--- config.mk ---
export PLATFORM = sky130hd
export DESIGN_NAME = hazard_ctrl
export DESIGN_NICKNAME = d
export VERILOG_FILES = /design/src/rtl/cpu_types_pkg.sv /design/src/rtl/sat_counter.sv /design/src/rtl/hazard_ctrl.sv
export SDC_FILE = /design/constraint.sdc
export NUM_CORES = 1
export LEC_CHECK = 0
export ABC_AREA = 1
export CORE_MARGIN = 2
export CORE_UTILIZATION = 29
export DETAILED_ROUTE_END_ITERATION = 12
export PLACE_DENSITY_LB_ADDON = 0.2
export SLEW_MARGIN = 20
export SYNTH_ARGS = -nofsm -noshare
export SYNTH_HDL_FRONTEND = slang
export SYNTH_SLANG_ARGS = --single-unit
--- constraint.sdc ---
create_clock -name CLK -period 1.8 [get_ports CLK]
set_input_delay 0.36 -clock CLK [delete_from_list [all_inputs] [get_ports CLK]]
set_output_delay 0.36 -clock CLK [all_outputs]
set_load 0.03 [all_outputs]
--- src/rtl/cpu_types_pkg.sv ---
// cpu_types_pkg -- shared CPU types for the pipeline control blocks.
//   REG_W          : register-number width (5 for a 32-entry file)
//   regbits_t      : register-number type
//   hazard_state_t : hazard controller state (RUN, DRAIN, HALT)
package cpu_types_pkg;

  localparam int REG_W = 5;

  typedef logic [REG_W-1:0] regbits_t;

  typedef enum logic [1:0] {
    RUN   = 2'd0,
    DRAIN = 2'd1,
    HALT  = 2'd2
  } hazard_state_t;

endpackage

--- src/rtl/sat_counter.sv ---
// sat_counter -- up counter that sticks at all-ones.
// Ports:
//   clk    in   clock, rising edge
//   rst    in   asynchronous active-high reset to zero
//   enable in   count up by one this cycle (ignored once saturated)
//   clear  in   synchronous clear to zero, wins over enable
//   count  out  CNT_W-bit current count
module sat_counter #(
  parameter int CNT_W = 32
) (
  input  logic             clk,
  input  logic             rst,
  input  logic             enable,
  input  logic             clear,
  output logic [CNT_W-1:0] count
);

  logic [CNT_W-1:0] count_r;

  // Count register: clear first, then saturating increment.
  always_ff @(posedge clk or posedge rst) begin
    if (rst) begin
      count_r <= {CNT_W{1'b0}};
    end else if (clear) begin
      count_r <= {CNT_W{1'b0}};
    end else if (enable && (count_r != {CNT_W{1'b1}})) begin
      count_r <= count_r + {{(CNT_W-1){1'b0}}, 1'b1};
    end else begin
      count_r <= count_r;
    end
  end

  assign count = count_r;

endmodule

--- src/rtl/hazard_ctrl.sv ---
// hazard_ctrl -- pipeline hazard / halt controller for a 5-stage CPU.
// Produces PC and pipeline-register write enables and bubble (flush)
// requests for data waits, taken branches, load-use hazards, instruction
// misses and the halt drain sequence. Outputs are combinational from the
// state register and current inputs.
// Ports:
//   CLK, RST                        clock (rising edge), async active-high reset
//   ihit, dhit                      instruction / data access complete
//   memdREN, memdWEN                MEM-stage data read / write request
//   memPCSrc, memHalt               MEM-stage taken branch / halt
//   exdREN, exwsel, idrs, idrt      EX load + destination, ID sources
//   pcW, ifidW, idexW, exmemW, memwbW   write enables
//   ifidFlush, idexFlush, exmemFlush    bubble on next write
//   halt                            processor halted
//   stallCount, flushCount          perf counters (CNT_W bits)
// Configuration macro: HAZARD_PERF_EN -- when defined, stallCount and
// flushCount are live saturating counters; otherwise they are tied to 0.
module hazard_ctrl
  import cpu_types_pkg::*;
#(
  parameter int CNT_W = 32
) (
  input  logic             CLK,
  input  logic             RST,
  input  logic             ihit,
  input  logic             dhit,
  input  logic             memdREN,
  input  logic             memdWEN,
  input  logic             memPCSrc,
  input  logic             memHalt,
  input  logic             exdREN,
  input  regbits_t         exwsel,
  input  regbits_t         idrs,
  input  regbits_t         idrt,
  output logic             pcW,
  output logic             ifidW,
  output logic             idexW,
  output logic             exmemW,
  output logic             memwbW,
  output logic             ifidFlush,
  output logic             idexFlush,
  output logic             exmemFlush,
  output logic             halt,
  output logic [CNT_W-1:0] stallCount,
  output logic [CNT_W-1:0] flushCount
);

  hazard_state_t state_r;
  hazard_state_t state_next_s;
  logic          data_wait_s;
  logic          load_use_s;

  // A MEM access that has not completed freezes the whole pipe.
  assign data_wait_s = (memdREN || memdWEN) && !dhit;

  // Register 0 is hardwired, so a load "writing" it can never create a hazard.
  assign load_use_s = exdREN && (exwsel != {REG_W{1'b0}}) &&
                      ((exwsel == idrs) || (exwsel == idrt));

  // State register.
  always_ff @(posedge CLK or posedge RST) begin
    if (RST) begin
      state_r <= RUN;
    end else begin
      state_r <= state_next_s;
    end
  end

  // Next-state and output decode, priority order inside RUN.
  always_comb begin
    state_next_s = state_r;
    pcW          = 1'b1;
    ifidW        = 1'b1;
    idexW        = 1'b1;
    exmemW       = 1'b1;
    memwbW       = 1'b1;
    ifidFlush    = 1'b0;
    idexFlush    = 1'b0;
    exmemFlush   = 1'b0;
    halt         = 1'b0;
    case (state_r)
      RUN: begin
        if (memHalt) begin
          // Let the halt retire into WB only, then drain.
          pcW          = 1'b0;
          ifidW        = 1'b0;
          idexW        = 1'b0;
          exmemW       = 1'b0;
          state_next_s = DRAIN;
        end else if (data_wait_s) begin
          pcW    = 1'b0;
          ifidW  = 1'b0;
          idexW  = 1'b0;
          exmemW = 1'b0;
          memwbW = 1'b0;
        end else if (memPCSrc) begin
          // Squash the three younger wrong-path instructions.
          ifidFlush  = 1'b1;
          idexFlush  = 1'b1;
          exmemFlush = 1'b1;
        end else if (load_use_s) begin
          // Hold PC and IF/ID, insert a bubble into EX.
          pcW       = 1'b0;
          ifidW     = 1'b0;
          idexFlush = 1'b1;
        end else if (!ihit) begin
          // Fetch not ready: keep PC, feed a bubble into ID.
          pcW       = 1'b0;
          ifidFlush = 1'b1;
        end else begin
          state_next_s = RUN;
        end
      end
      DRAIN: begin
        pcW          = 1'b0;
        ifidW        = 1'b0;
        idexW        = 1'b0;
        exmemW       = 1'b0;
        memwbW       = 1'b0;
        state_next_s = HALT;
      end
      HALT: begin
        pcW          = 1'b0;
        ifidW        = 1'b0;
        idexW        = 1'b0;
        exmemW       = 1'b0;
        memwbW       = 1'b0;
        halt         = 1'b1;
        state_next_s = HALT;
      end
      default: begin
        pcW          = 1'b0;
        ifidW        = 1'b0;
        idexW        = 1'b0;
        exmemW       = 1'b0;
        memwbW       = 1'b0;
        state_next_s = RUN;
      end
    endcase
  end

`ifdef HAZARD_PERF_EN
  logic stall_en_s;
  logic flush_en_s;

  // Any RUN cycle that holds the PC counts as a stall.
  assign stall_en_s = (state_r == RUN) && !pcW;
  // Branch flush wins only when no halt and no data wait take priority.
  assign flush_en_s = (state_r == RUN) && memPCSrc && !memHalt && !data_wait_s;

  sat_counter #(.CNT_W(CNT_W)) u_stall_cnt (
    .clk    (CLK),
    .rst    (RST),
    .enable (stall_en_s),
    .clear  (1'b0),
    .count  (stallCount)
  );

  sat_counter #(.CNT_W(CNT_W)) u_flush_cnt (
    .clk    (CLK),
    .rst    (RST),
    .enable (flush_en_s),
    .clear  (1'b0),
    .count  (flushCount)
  );
`else
  assign stallCount = {CNT_W{1'b0}};
  assign flushCount = {CNT_W{1'b0}};
`endif

endmodule

==> metrics.yaml, run 1 <==
area_delta_synth_final_pct: 33.3
final_area_mm2: 0.00122
slew_violations: 0
synth_top_area_share_pct: 53.2
wire_per_inst_um: 6.91
yosys_warnings: 0
reg2reg_from: "state_r[0]$_DFFE_PP0P_"
synth_top_area_cell: "buf_4"
placed_area_mm2: 0.00116
ir_worst_vdd_mv: 0.377
r2r_end: "state_r[1]$_DFFE_PP0P_"
ff2ff_setup_slack_ns: 0.60
yosysMostFrequentCell: "buf_4"
endpoint_kind: "primary output"
placed_cells: 236
crit_path_top_delay_cell: "nor3_4"
clkLatencyLatePin_ns: 0.23
drtAntennaViolNets: 0
drt_iter0_drc: 17
crit_top_cell: "buf_6"
cp-start-kind: "input pin"
drive_above_1_share_pct: 28.9
top_register: "state_r"
grt_util_all_layers_pct: 8.52
fillers: 349
io_buffers: 32
vias_per_cell: 3.34
synth.distinct_cells: 16
required_ns: 1.44
finalSetupTns_ns: -0.218
fin_ws_ns: -0.0670
via_count: 818
io_pins: 97
path_max_fanout: 3
reg2reg_depth: 8
syn_area_per_cell_um2: 6.03
grt_pass1_wl_mm: 2.39
finClkSkew_ns: 0.00355
setup.worst_path.class: "in -> out"
crit_chain: "dlygate4sd2_1, nor2_1, nor2_2, nor3_4, o21ai_4, buf_6, nor2_4, buf_6"
dp_slack_ns: -0.855
crit_arrival_ns: 1.51
grt_max_degree: 5
violations: "setup timing"
fin_cells: 245
drc: 0
min_path_type: "in -> async"
slowest_delay_ns: 0.26
area.sequential_um2: 50.0
diodes: 0
synth_common_cells: "buf_4, nand2_1, inv_1"
overflow: 0
layout_top_registers: "state_r x2"
core_area_mm2: 0.00303
setup_viol_count_final: 6
synthCells: 152
antenna_found_initial: 0
cts_max_level: 1
wirelength_mm: 1.69
rsz0062_at_grt: "yes"
finalCritPeriodShare_pct: 104
cap_viol_max_count: 0
period_minus_slack_ns: 1.87
synthArstFlopShare_pct: 100
syn-cell-area_um2: 917
power.density_mw_per_mm2: 891
ys_seq_elements: 2
total_leakage_power_nw: 0.797
fin_util_pct: 40.4
dr.pass1.iters: 5
start_util_pct: 30.3
largest_register_ffs: 2
clock_path_buffers: 2
synth_flop_cell: "dfrtp_1"
cts-root-buf: "clkbuf_4"
dp_hpwl_mm: 1.46
fmax_mhz: 536
synth-edff-count: 0
clkTransAtPathRegs_ns: 0.03
clock-sinks: 2
nets: 230
die_w_um: 60.2
dieArea_mm2: 0.00363
std_cell_rows: 20
cts_tree: "done"
die_h_um: 60.2
synth_seq_area_share_pct: 5.46
multi_input_area_um2: 597
synth_area_leaders: "buf_4, nand2_1, inv_1"
grt_pass1_vias: 661
hold_violations: 0
status: "complete, but fails checks"
gp_congestion: 0.661
cts-buffers-inserted: 3
placed cells by master (no fill, tap or decap), drive strengths merged:
cell	n
nor3	2
clkbuf	10
nand2	30
nand4	1
clkdlybuf4s50	2
nor2	15
dlygate4sd2	3
xnor2	2
inv	23
conb	64
nand3	4
dfrtp	2
clkdlybuf4s15	2
a21oi	2
ha	3
dlymetal6s2s	4
o21ai	2
buf	30
per-layer routing:
metal / vias up / track usage, % / share of wire [%]
met5: - / 0 / 0
met4: 0 / 3.81 / 0
met3: 0 / 1.30 / 12
met2: 56 / 15.4 / 50
met1: 346 / 9.74 / 38
li1: 416 / - / -
what timing repair did:
item	in CTS	in global routing
gates resized for setup	68	29
setup endpoints to repair	9	8
hold buffers	0	0
setup buffers	5	1
pin swaps	17	14
worst max path at each step:
stage / slack, ns / cells after the start / startpoint / to
final: -0.07 / 8 / memdREN / ifidFlush
after floorplan: -0.05 / 6 / state_r[0]$_DFFE_PP0P_ / ifidFlush
after global placement: -0.84 / 11 / exwsel[4] / ifidFlush
after detailed placement: -0.86 / 11 / exwsel[4] / ifidFlush
after CTS: -0.14 / 8 / state_r[0]$_DFFE_PP0P_ / idexFlush
after global routing: -0.12 / 8 / state_r[1]$_DFFE_PP0P_ / idexFlush
power by group:
group	total, W	leakage [nW]	switching, W	internal, W
registers	0.0000842	0.0250	0.0000148	0.0000695
logic	0.000905	0.758	0.000538	0.000366
clock network	0.0000999	0.0138	0.0000263	0.0000736
total	0.00109	0.797	0.000579	0.000509
cell type report:
| type | instances | area share, % |
|---|---|---|
| inverter | 23 | 7.47 |
| multi-input combinational | 125 | 48.8 |
| tap | 44 | 4.50 |
| sequential | 2 | 4.09 |
| timing repair buffer | 48 | 33.3 |
| clock buffer | 3 | 1.84 |
kinds of logic after synthesis:
group                      Yosys count  share of synthesized area, %
buffers and inverters               88                          62.6
and+or+nand+nor                     52                          22.9
AOI/OAI and AO/OA                    4                          2.59
adders and majority gates            3                          4.09
xor gates and xnor gates             2                          1.91
DFF                                  2                          5.46
other                                1                         0.409
worst max-delay path, delay by kind of cell:
kind / cells / cell delay, ns
buf+inv: 3 / 0.50
compound gates: 1 / 0.11
simple gates: 4 / 0.54
per-stage QoR:
step	total power, W	hold WS, ns
floorplan	0.000712	0.101
global placement	0.000860	0.523
detailed placement	0.000876	0.524
CTS	0.00108	0.286
global route	0.00120	0.298
finish	0.00109	0.288
No activity file was read; power rests on OpenSTA's default activity.
==> run 2, diff against run 1 <==
CORE_UTILIZATION = 39   (was 29)
DONT_BUFFER_PORTS = 1   (was default)
==> run 2 against run 1 <==
  * The flow still finishes with violations (setup timing)
  * Worst hold slack improved by 0.064 ns
  * Highest routed layer unchanged
  * Cell area down 29%
  * Fmax up 2.5%
  * Largest power group unchanged
  * Largest cell class unchanged
  * Critical path depth shrank 2
==> metrics.yaml, run 2 (synthesis gave the netlist of run 1 again) <==
violations: "setup timing"
cts_tree: "done"
fmax_mhz: 549  # +2.5%
ff2ff_setup_slack_ns: 0.48  # -0.12 ns
clock-sinks: 2  # unchanged
layout_top_registers: "state_r x2"
p_sw_share_pct: 57.9  # +4.7 points
top_register: "state_r"
drtAntennaViolNets: 0  # unchanged
hold_slack_ns: 0.352  # +0.0638 ns
die_w_um: 52.5  # -13%
setup_viol_count_final: 2  # -4
placed_area_um2: 771  # -33%
comb_power_share_pct: 80.4  # -2.7 points
endpoint_kind: "primary output"
switchingPower_w: 0.000541  # -6.6%
grt_pass1_vias: 494  # -25%
cts_max_level: 1  # unchanged
fin_ws_ns: -0.0216  # +0.0454 ns
dr.pass1.iters: 4  # -1
grt_util_all_layers_pct: 8.77  # +0.25 points
path_max_fanout: 3  # unchanged
grt_max_degree: 6  # +1
crit_arrival_ns: 1.46  # -0.05 ns
die_h_um: 52.5  # -13%
grt_pass1_wl_mm: 1.85  # -23%
finClkSkew_ns: 0.000264  # -0.00328 ns
start_util_pct: 41.5  # +11 points
finalSetupTns_ns: -0.0378  # +0.180 ns
slew_violations: 0  # unchanged
cp-start-kind: "flip-flop"
finalCritPeriodShare_pct: 101  # -2.5 points
cts-buffers-inserted: 3  # unchanged
gp_congestion: 0.653  # -1.2%
min_path_type: "in -> reg"
hold_violations: 0  # unchanged
setup.worst_path.class: "reg -> out"
via_count: 681  # -17%
antenna_found_initial: 0  # unchanged
drt_iter0_drc: 3  # -14
dp_hpwl_mm: 1.20  # -17%
io_pins: 97  # unchanged
largest_register_ffs: 2  # unchanged
power_frac_clock_pct: 10.4  # +1.2 points
status: "complete, but fails checks"
ir_worst_vdd_mv: 0.478  # +27%
finalPower_w: 0.000934  # -14%
fillers: 250  # -28%
period_minus_slack_ns: 1.82  # -0.0454 ns
std_cell_rows: 17  # -15%
area_delta_synth_final_pct: -4.91
dieArea_mm2: 0.00276  # -24%
dp_slack_ns: 0.112  # +0.967 ns
core_area_mm2: 0.00221  # -27%
mostFrequentLayoutCell: "conb_1"
seqPwrFrac_pct: 9.2  # +1.5 points
wire_per_inst_um: 7.11  # +3.0%
cts-root-buf: "clkbuf_4"
final_area_um2: 872  # -29%
wirelength_mm: 1.36  # -20%
layout_common_cells: "conb_1, nand2_1, inv_1"
nets: 192  # -17%
io_buffers: 0  # -100%
overflow: 0  # unchanged
drive_above_1_share_pct: 17.2  # -12 points
vias_per_cell: 3.57  # +6.8%
diodes: 0  # unchanged
rsz0062_at_grt: "yes"
drc: 0  # unchanged
clkLatencyLatePin_ns: 0.22  # about the same
clock_path_buffers: 2  # unchanged
total_leakage_power_nw: 0.575  # -28%
required_ns: 1.44  # about the same
clkTransAtPathRegs_ns: 0.03  # about the same
cap_viol_max_count: 0  # unchanged
intPower_w: 0.000394  # -23%
power.density_mw_per_mm2: 1070  # +20%
[run 2: cell types whose count changed in the layout (fill, tap and decap cells not counted), moves of 3 or more]
cell and change:
buf_2 -3, buf_4 -8, buf_6 -10, clkbuf_2 -7, dlygate4sd2_1 -3, dlymetal6s2s_1 -4
[run 2: per-layer routing]
| layer | global-route usage (%) | routed length, µm | vias to the layer above |
|---|---|---|---|
| met1 | 9.98 | 434 | 284 |
| met2 | 16.3 | 735 | 58 |
| met5 | 0 | 0 | - |
| met3 | 0.857 | 188 | 0 |
| li1 | - | - | 339 |
| met4 | 3.85 | 0 | 0 |
[run 2: stage by stage]
step | utilization, % | instances
3_3_place_gp | 34.8 | 180
3_5_place_dp | 34.8 | 180
4_1_cts | 38.2 | 188
5_1_grt | 39.4 | 191
2_1_floorplan | - | 215
6_report | 39.4 | 191
[run 2: final cells by class]
| class | instances | area [µm²] | share of cell area [%] |
|---|---|---|---|
| well taps | 28 | 35.0 | 4.02 |
| multi-input cells | 125 | 598 | 68.6 |
| inverters | 23 | 88.8 | 10.2 |
| clock buffers | 3 | 22.5 | 2.58 |
| flip-flops and latches | 2 | 50.0 | 5.74 |
| repair buffers | 10 | 77.6 | 8.90 |
[run 2: final timing paths]
check / from / cells after the start / endpoint
worst max-delay path: state_r[1]$_DFFE_PP0P_ / 6 / pcW
worst min-delay path: memHalt / 3 / state_r[1]$_DFFE_PP0P_
worst max register to register: state_r[1]$_DFFE_PP0P_ / 9 / state_r[1]$_DFFE_PP0P_
worst min register to register: state_r[0]$_DFFE_PP0P_ / 3 / state_r[0]$_DFFE_PP0P_
max in group asynchronous: RST / 2 / state_r[1]$_DFFE_PP0P_
min in group asynchronous: RST / 2 / state_r[0]$_DFFE_PP0P_
[run 2: power groups by stage]
stage | combinational [W] | clock [W] | sequential, W
floorplan | 0.000626 | 0 | 0.0000864
global placement | 0.000568 | 0 | 0.0000875
detailed placement | 0.000574 | 0 | 0.0000904
CTS | 0.000693 | 0.000106 | 0.0000848
global route | 0.000816 | 0.000106 | 0.0000885
finish | 0.000752 | 0.0000970 | 0.0000858
[run 2: worst max-delay path: stages (launching register included)]
cell	delay [ns]
dfrtp_1	0.38
inv_2	0.08
ha_4	0.14
inv_4	0.04
nor3_4	0.24
o21ai_4	0.13
nor2_4	0.23
[run 2: what timing repair did]
item,CTS,global route
setup buffers,4,3
endpoints found under the hold margin,2,0
resized for setup,4,1
hold buffers,1,0
pin swaps,3,2
endpoints found under the setup margin,7,7
==> run 3, diff against run 2 <==
CTS_CLUSTER_SIZE = 40   (was default)
MAX_ROUTING_LAYER = met4   (was default)
==> results of run 3 <==
Same layout as run 2: the final DEF is identical, and so are final timing and power.
Among the figures that moved: final weighted congestion in routability-driven placement 0.653 -> 0.659; overall routing resource usage 8.77% -> 9.00%
